===== src/rtl/out_ram_reader_if.sv =====
// Bundles the output-RAM read port and the outgoing byte stream of out_ram_reader.
// The master is the reader; the slave side is the RAM plus the byte consumer.
interface out_ram_reader_if #(
   parameter int unsigned ADDR_WIDTH = 3,
   parameter int unsigned DATA_WIDTH = 32,
   parameter int unsigned BYTE_WIDTH = 8
);
   logic                  rd_en;
   logic [ADDR_WIDTH-1:0] rd_addr;
   logic [DATA_WIDTH-1:0] rd_data;
   logic [BYTE_WIDTH-1:0] tx_data;
   logic                  tx_valid;
   logic                  tx_ready;
   logic                  tx_last;

   modport master (
      output rd_en, rd_addr, tx_data, tx_valid, tx_last,
      input  rd_data, tx_ready
   );

   modport slave (
      input  rd_en, rd_addr, tx_data, tx_valid, tx_last,
      output rd_data, tx_ready
   );
endinterface


===== src/rtl/out_ram_reader.sv =====
// Reads NUM_WORDS products from the output RAM (address 0 upward) and streams
// each one out MSB-first as BYTE_WIDTH-wide bytes on a valid/ready interface.
module out_ram_reader #(
   parameter int unsigned ADDR_WIDTH = 3,
   parameter int unsigned DATA_WIDTH = 32,
   parameter int unsigned BYTE_WIDTH = 8,
   parameter int unsigned NUM_WORDS  = 8
) (
   input  logic              clk,
   input  logic              rst,
   input  logic              start,
   input  logic              abort,
   out_ram_reader_if.master  bus,
   output logic              busy,
   output logic              done
);
   localparam int unsigned BytesPerWord = DATA_WIDTH / BYTE_WIDTH;
   localparam int unsigned ByteCntW     = (BytesPerWord > 1) ? $clog2(BytesPerWord) : 1;
   localparam int unsigned WordCntW     = ADDR_WIDTH + 1;
   localparam logic [ByteCntW-1:0] LastByte = ByteCntW'(BytesPerWord - 1);
   localparam logic [WordCntW-1:0] LastWord = WordCntW'(NUM_WORDS - 1);

   typedef enum logic [2:0] {StIdle, StRead, StLoad, StSend, StFin} state_e;

   state_e                state_q, state_d;
   logic [WordCntW-1:0]   word_cnt_q, word_cnt_d;
   logic [ByteCntW-1:0]   byte_cnt_q, byte_cnt_d;
   logic [DATA_WIDTH-1:0] shift_q, shift_d;
   logic [ADDR_WIDTH-1:0] rd_addr_q, rd_addr_d;

   logic handshake;
   logic last_byte;
   logic last_word;

   assign handshake = (state_q == StSend) && bus.tx_ready;
   assign last_byte = (byte_cnt_q == LastByte);
   assign last_word = (word_cnt_q == LastWord);

   always_ff @(posedge clk or negedge rst) begin
      if (!rst) begin
         state_q <= StIdle;
      end else begin
         state_q <= state_d;
      end
   end

   always_comb begin
      state_d = state_q;
      unique case (state_q)
         StIdle: if (start) state_d = StRead;
         StRead: state_d = abort ? StIdle : StLoad;
         StLoad: state_d = abort ? StIdle : StSend;
         StSend: begin
            if (abort) begin
               state_d = StIdle;
            end else if (handshake && last_byte) begin
               state_d = last_word ? StFin : StRead;
            end
         end
         StFin:   state_d = StIdle;
         default: state_d = StIdle;
      endcase
   end

   always_comb begin
      word_cnt_d = word_cnt_q;
      byte_cnt_d = byte_cnt_q;
      shift_d    = shift_q;
      rd_addr_d  = rd_addr_q;
      if (state_q == StIdle && start) begin
         word_cnt_d = '0;
      end
      if (state_q == StLoad) begin
         shift_d    = bus.rd_data;
         byte_cnt_d = '0;
      end
      if (handshake) begin
         shift_d    = shift_q << BYTE_WIDTH;
         byte_cnt_d = byte_cnt_q + 1'b1;
         if (last_byte && !last_word) begin
            word_cnt_d = word_cnt_q + 1'b1;
         end
      end
      // Address is registered on READ entry so it holds its value outside READ.
      if (state_d == StRead) begin
         rd_addr_d = word_cnt_d[ADDR_WIDTH-1:0];
      end
   end

   always_ff @(posedge clk or negedge rst) begin
      if (!rst) begin
         word_cnt_q <= '0;
         byte_cnt_q <= '0;
         shift_q    <= '0;
         rd_addr_q  <= '0;
      end else begin
         word_cnt_q <= word_cnt_d;
         byte_cnt_q <= byte_cnt_d;
         shift_q    <= shift_d;
         rd_addr_q  <= rd_addr_d;
      end
   end

   always_comb begin
      bus.rd_en    = (state_q == StRead);
      bus.rd_addr  = rd_addr_q;
      bus.tx_valid = (state_q == StSend);
      bus.tx_data  = bus.tx_valid ? shift_q[DATA_WIDTH-1 -: BYTE_WIDTH] : '0;
      bus.tx_last  = bus.tx_valid && last_byte && last_word;
      busy         = (state_q == StRead) || (state_q == StLoad) || (state_q == StSend);
      done         = (state_q == StFin);
   end
endmodule

===== src/flat_wrapper.sv =====
// flat-port wrapper written by rule: the top's interface ports become plain ports
module out_ram_reader_flat 
#(
   parameter int unsigned ADDR_WIDTH = 3,
   parameter int unsigned DATA_WIDTH = 32,
   parameter int unsigned BYTE_WIDTH = 8,
   parameter int unsigned NUM_WORDS  = 8
)
  (clk, rst, start, abort, busy, done, bus_rd_en, bus_rd_addr, bus_tx_data, bus_tx_valid, bus_tx_last, bus_rd_data, bus_tx_ready);
  out_ram_reader_if #(.ADDR_WIDTH(ADDR_WIDTH), .DATA_WIDTH(DATA_WIDTH), .BYTE_WIDTH(BYTE_WIDTH)) bus_i ();
  input  logic clk;
  input  logic rst;
  input  logic start;
  input  logic abort;
  output logic busy;
  output logic done;
  output wire logic [$bits(bus_i.rd_en)-1:0] bus_rd_en;
  output wire logic [$bits(bus_i.rd_addr)-1:0] bus_rd_addr;
  output wire logic [$bits(bus_i.tx_data)-1:0] bus_tx_data;
  output wire logic [$bits(bus_i.tx_valid)-1:0] bus_tx_valid;
  output wire logic [$bits(bus_i.tx_last)-1:0] bus_tx_last;
  input wire logic [$bits(bus_i.rd_data)-1:0] bus_rd_data;
  input wire logic [$bits(bus_i.tx_ready)-1:0] bus_tx_ready;
  assign bus_rd_en = bus_i.rd_en;
  assign bus_rd_addr = bus_i.rd_addr;
  assign bus_tx_data = bus_i.tx_data;
  assign bus_tx_valid = bus_i.tx_valid;
  assign bus_tx_last = bus_i.tx_last;
  assign bus_i.rd_data = bus_rd_data;
  assign bus_i.tx_ready = bus_tx_ready;
  out_ram_reader #(.ADDR_WIDTH(ADDR_WIDTH), .DATA_WIDTH(DATA_WIDTH), .BYTE_WIDTH(BYTE_WIDTH), .NUM_WORDS(NUM_WORDS)) u_core (.clk(clk), .rst(rst), .start(start), .abort(abort), .bus(bus_i), .busy(busy), .done(done));
endmodule

===== config.mk =====
export PLATFORM = sky130hd
export DESIGN_NAME = out_ram_reader_flat
export DESIGN_NICKNAME = d
export VERILOG_FILES = /design/src/rtl/out_ram_reader_if.sv /design/src/rtl/out_ram_reader.sv /design/src/flat_wrapper.sv
export SDC_FILE = /design/constraint.sdc
export NUM_CORES = 1
export LEC_CHECK = 0
export BUFFER_PORTS_ARGS = -buffer_cell sky130_fd_sc_hd__buf_2
export CORE_MARGIN = 2
export CORE_UTILIZATION = 30
export DETAILED_ROUTE_END_ITERATION = 6
export PLACE_DENSITY = 0.58
export REMOVE_ABC_BUFFERS = 1
export SLEW_MARGIN = 20
export SYNTH_ARGS = -nofsm -noshare
export SYNTH_HDL_FRONTEND = slang
export SYNTH_SLANG_ARGS = --single-unit
export TNS_END_PERCENT = 10

===== constraint.sdc =====
create_clock -name clk -period 3.75 [get_ports clk]
set_input_delay 0.75 -clock clk [delete_from_list [all_inputs] [get_ports clk]]
set_output_delay 0.75 -clock clk [all_outputs]
set_load 0.05 [all_outputs]

== Word-level counts from Yosys, hierarchy flattened ==
Index checks and enable logic that the tools add are counted.

* Bitwise operators: 0
* Reductions and logical operators: 11
* $lt $le $gt $ge: 0
* Div/mod/pow operators: 0
* Shift-type cells: 0
* Multiply operators: 0
* Multiplexer cells: 15
* Equal/unequal tests: 7
* Add/subtract/negate cells: 2

{| class="wikitable"
|+ Operators by type and width
! operator !! number
|-
| $mux 32 || 2
|-
| $mux 3 || 4
|-
| $mux 4 || 3
|-
| $pmux 3 s4 || 1
|-
| $mux 2 || 4
|-
| $mux 8 || 1
|-
| $eq 3x1->1 const B || 2
|-
| $eq 3x2->1 const B || 2
|-
| $logic_and 1x1->1 || 6
|-
| $add 4x1->4 const B || 1
|-
| $eq 4x3->1 const B || 1
|-
| $eq 3x3->1 const B || 1
|-
| $logic_not 3->1 || 1
|-
| $add 2x1->2 const B || 1
|-
| $eq 2x2->1 const B || 1
|-
| $logic_or 1x1->1 || 2
|-
| $reduce_bool 2->1 || 1
|-
| $logic_not 1->1 || 1
|}

* Memory bits (read-only): 0
* Logic and storage cells: 40
* Bits in latches: 0
* Register bits: 44
* Output and inout port bits: 16
* Memories kept: 0
* RAM bits: 0

== Depth between registers and ports, before layout ==
* Depth after elaboration: 7
* Mapped depth: 7

== Worst setup path before layout ==
OpenSTA, ideal clock, no wires.

* Path type: flip-flop to output port
* Start: reg u_core.state_q[2]
* End: out bus_tx_data[0]
* Slack: 1051 ps
* Arrival time: 1949 ps
* Cell stages (with the launch flop): 4
* Path through: dfrtp_1 -> nand2b_1 -> nor2_1 -> and2_1

* Cells in the longest elaborated chain, start to end: 2

{| class="wikitable"
|+ Ends and longest elaborated chain
! what !! RTL line !! RTL
|-
| start: declaration || out_ram_reader.sv:25 || <nowiki>state_e state_q, state_d;</nowiki>
|-
| start signal: assignment || out_ram_reader.sv:41 || <nowiki>state_q <= StIdle;</nowiki>
|-
| start signal: assignment || out_ram_reader.sv:43 || <nowiki>state_q <= state_d;</nowiki>
|-
| $eq 3x2->1 || out_ram_reader.sv:107 || <nowiki>bus.tx_valid = (state_q == StSend);</nowiki>
|-
| net bus_tx_valid || flat_wrapper.sv:20 || <nowiki>output wire logic [$bits(bus_i.tx_valid)-1:0] bus_tx_valid;</nowiki>
|-
| $mux 8 || out_ram_reader.sv:108 || <nowiki>bus.tx_data = bus.tx_valid ? shift_q[DATA_WIDTH-1 -: BYTE_WIDTH] : '0;</nowiki>
|-
| end: declaration || flat_wrapper.sv:19 || <nowiki>output wire logic [$bits(bus_i.tx_data)-1:0] bus_tx_data;</nowiki>
|}

The timed path passes the listed nets, and every way through them passes these cells.

== Worst setup path after layout ==
* Start: reg u_core.state_q[2]
* End: out bus_tx_data[5]

* Cells in the longest elaborated chain, start to end: 2

{| class="wikitable"
|+ Ends and longest elaborated chain
! what !! RTL line
|-
| $eq 3x2->1 || out_ram_reader.sv:107
|-
| $mux 8 || out_ram_reader.sv:108
|}

No other way between the ends.

==> impl_metrics.toml <==
[clock_tree]
h-tree-depth = 2
postCtsHoldBufs = 0
root_buffer = "clkbuf_8"
cts_setup_buffers = 0
cts.sinks = 44
path_clk_slew_ns = 0.08
insertion_delay_ns = 0.29
cts_resized = 0
clockBufferDepth = 2
cts_tree = "done"
cts_made_buffers = 5

[route]
drtPass1Iterations = 4
drt_iter0_drc = 121
wl_per_cell_um = 13.25
via_count = 1591
ant_nets = 0
drcViolationCount = 0
totalWireLength_um = 4491
routed_via_density = 4.693

[timing]
drv_slew = 0
maxSlewHeadroom_pct = 53.18
setup_viol = 0
fmax_mhz = 373.7
fin_skew_ns = 0.006247
fin_ws_ns = 1.074
rsz0062_at_grt = "false"
finalSetupTns_ns = 0
hold_ws_ns = 0.4362
worst_pin_slew_ns = 0.7016
finalHoldViolCount = 0
period_share_pct = 71.35
period_minus_slack_ns = 2.676

[final_layout]
syn_to_final_growth_pct = 18.96
final_util_pct = 36.48
fin_nets = 298
fin_cells = 339
drive_above_1_share_pct = 28.19
antenna_cells = 0

[critical_path]
critPathSlowestCell = "dfrtp_1"
crit_chain = "nand2b_1, nor2_1, and2_1, buf_2"
cp_num_buf_inv = 1
critPathCaptureType = "output pin"
critPathMaxStageDelay_ns = 0.51
required_ns = 3.00
worstSetupStartpointType = "flip-flop"
cp.arrival_ns = 1.93
worstSetupPathType = "reg2out"
cp_max_fo = 11
crit_family = "simple AND/OR/NAND/NOR gates"

[global_route]
grt_pass1_vias = 1534
grt_max_degree = 45
grt_overflow = 0
grt.total_usage_pct = 12.87
grt_pass1_wl_um = 7603
antenna_found_initial = 0

[synth]
yosysWarnings = 0
synth-main-ff-cell = "dfrtp_1"
yosys.area.top_type = "dfrtp_1"
syn_area_um2 = 2072
synthCells = 210
synth_edf_count = 0
synth_seq_area_share_pct = 53.14
syn_avg_cell_area_um2 = 9.867
yosysUniqueCellTypes = 38
synthTopCellsByArea = "dfrtp_1, nand2_1, a22oi_1"
ys_ff_latch = 44
synth.top_cell.area_share_pct = 53.14
synth-async-reset-ratio_pct = 100.0

[pwr]
powerDensity_nw_per_um2 = 589.0
ir_worst_vdd_mv = 0.1565
p_leak_nw = 1.267

[placed_design]
dp_hpwl_um = 3211
placedCellCount = 332
port-buffer-count = 52
dp_worst_setup_slack_ns = 1.341
place_congestion = 0.7918

[floorplanning]
initial_core_util_pct = 30.67
row_count = 30
die-area_um2 = 7587
dieWidth_um = 87.11
ios = 53
die_y_um = 87.11
core-area_um2 = 6756

[status]
status = "finished, final reports clean"

[hold_path]
hp-class = "in2async"

[run]
maxCapViolCount = 0
==> layout make-up <==
cell class	instances	area, um^2
fill	727	4292
tap	80	100.1
inverter	2	7.507
clock buffer	6	72.57
timing repair buffer	55	285.3
multi-input combinational	151	893.4
sequential	44	1101
clock inverter	1	5.005
==> cell usage after synthesis, types with 2 or more instances <==
cell,n
a21oi_1,10
a22oi_1,24
and2_1,9
buf_2,4
buf_4,2
buf_6,2
clkbuf_1,4
dfrtp_1,44
ha_1,2
inv_1,2
mux2_2,3
mux2i_1,2
nand2_1,70
nand2b_1,2
nand4b_1,2
nor2_1,4
nor4_2,2
o21ai_0,2
==> final timing paths <==
| kind | from | to | slack (ns) | cells after the start |
|---|---|---|---|---|
| min in group clk | u_core.shift_q[28]$_DFFE_PN0P_ | u_core.shift_q[28]$_DFFE_PN0P_ | 0.47 | 2 |
| worst max-delay path | u_core.state_q[2]$_DFF_PN0_ | bus_tx_data[5] | 1.07 | 4 |
| worst min-delay path | rst | u_core.bus.rd_addr[2]$_DFFE_PN0N_ | 0.44 | 1 |
| worst max register to register | u_core.state_q[2]$_DFF_PN0_ | u_core.shift_q[26]$_DFFE_PN0P_ | 1.72 | 5 |
| max in group asynchronous | rst | u_core.byte_cnt_q[0]$_DFFE_PN0P_ | 2.91 | 1 |
| worst min register to register | u_core.shift_q[28]$_DFFE_PN0P_ | u_core.shift_q[28]$_DFFE_PN0P_ | 0.47 | 2 |
==> layer usage <==
| layer | wire, um | share of wire, % | GRT usage, % | vias up |
|---|---|---|---|---|
| met5 | 0 | 0 | 0 | - |
| met4 | 38 | 0.85 | 4.196 | 0 |
| met3 | 182 | 4.1 | 3.318 | 2 |
| met2 | 2136 | 48 | 18.88 | 32 |
| met1 | 2133 | 47 | 18.54 | 737 |
| li1 | - | - | - | 820 |
==> flip-flops by register name, summed over array words and instances, names as in the netlist <==
register,flops
u_core.byte_cnt_q,2
u_core.bus.rd_addr,3
u_core.state_q,3
u_core.shift_q,32
u_core.word_cnt_q,4
==> cell usage in the layout (no fill, tap or decap), types with 2 or more instances in the layout <==
cell type and n:
mux2_2 3, nor2_1 4, buf_2 51, inv_1 2, nand2b_1 2, a21oi_1 10
nor4_2 2, mux2i_1 2, a22oi_1 24, buf_4 4, nand4b_1 2, clkbuf_8 5
dfrtp_1 44, o21ai_0 2, nand2_1 70, and2_1 9, ha_1 2
==> worst register-to-register path, cell delays in order, from the launching register on <==
cell,delay [ns]
dfrtp_1,0.57
and4b_1,0.43
buf_4,0.29
nor2_4,0.48
nand2_1,0.13
nand2_1,0.08
==> kinds of logic (layout without fill, tap and decap cells) <==
family	count (synthesis)	count (layout)	synth area share [%]
AND/OR/NAND/NOR	101	101	24.21
AO/OA/AOI/OAI	42	42	14.37
buffers and inverters	15	64	4.045
XOR/XNOR	1	1	0.4228
flip-flops	44	44	53.14
adder cells (fa/ha/maj)	2	2	1.208
multiplexers	5	5	2.597
==> stage by stage <==
step           power (mW)  instance area [um^2]
6_report            1.452                  2465
5_1_grt             1.581                  2465
4_1_cts             1.474                  2462
3_5_place_dp        1.193                  2385
3_3_place_gp        1.180                  2385
2_1_floorplan       1.058                  1996
==> where the power goes <==
part           total [mW]  leakage [nW]  internal, mW  switching [mW]
registers           0.757         0.564         0.655           0.102
clock network       0.275        0.0410         0.127           0.149
logic               0.419         0.662         0.155           0.265
total                1.45          1.27         0.936           0.515
Note: power is estimated with default switching activity, not from simulation.
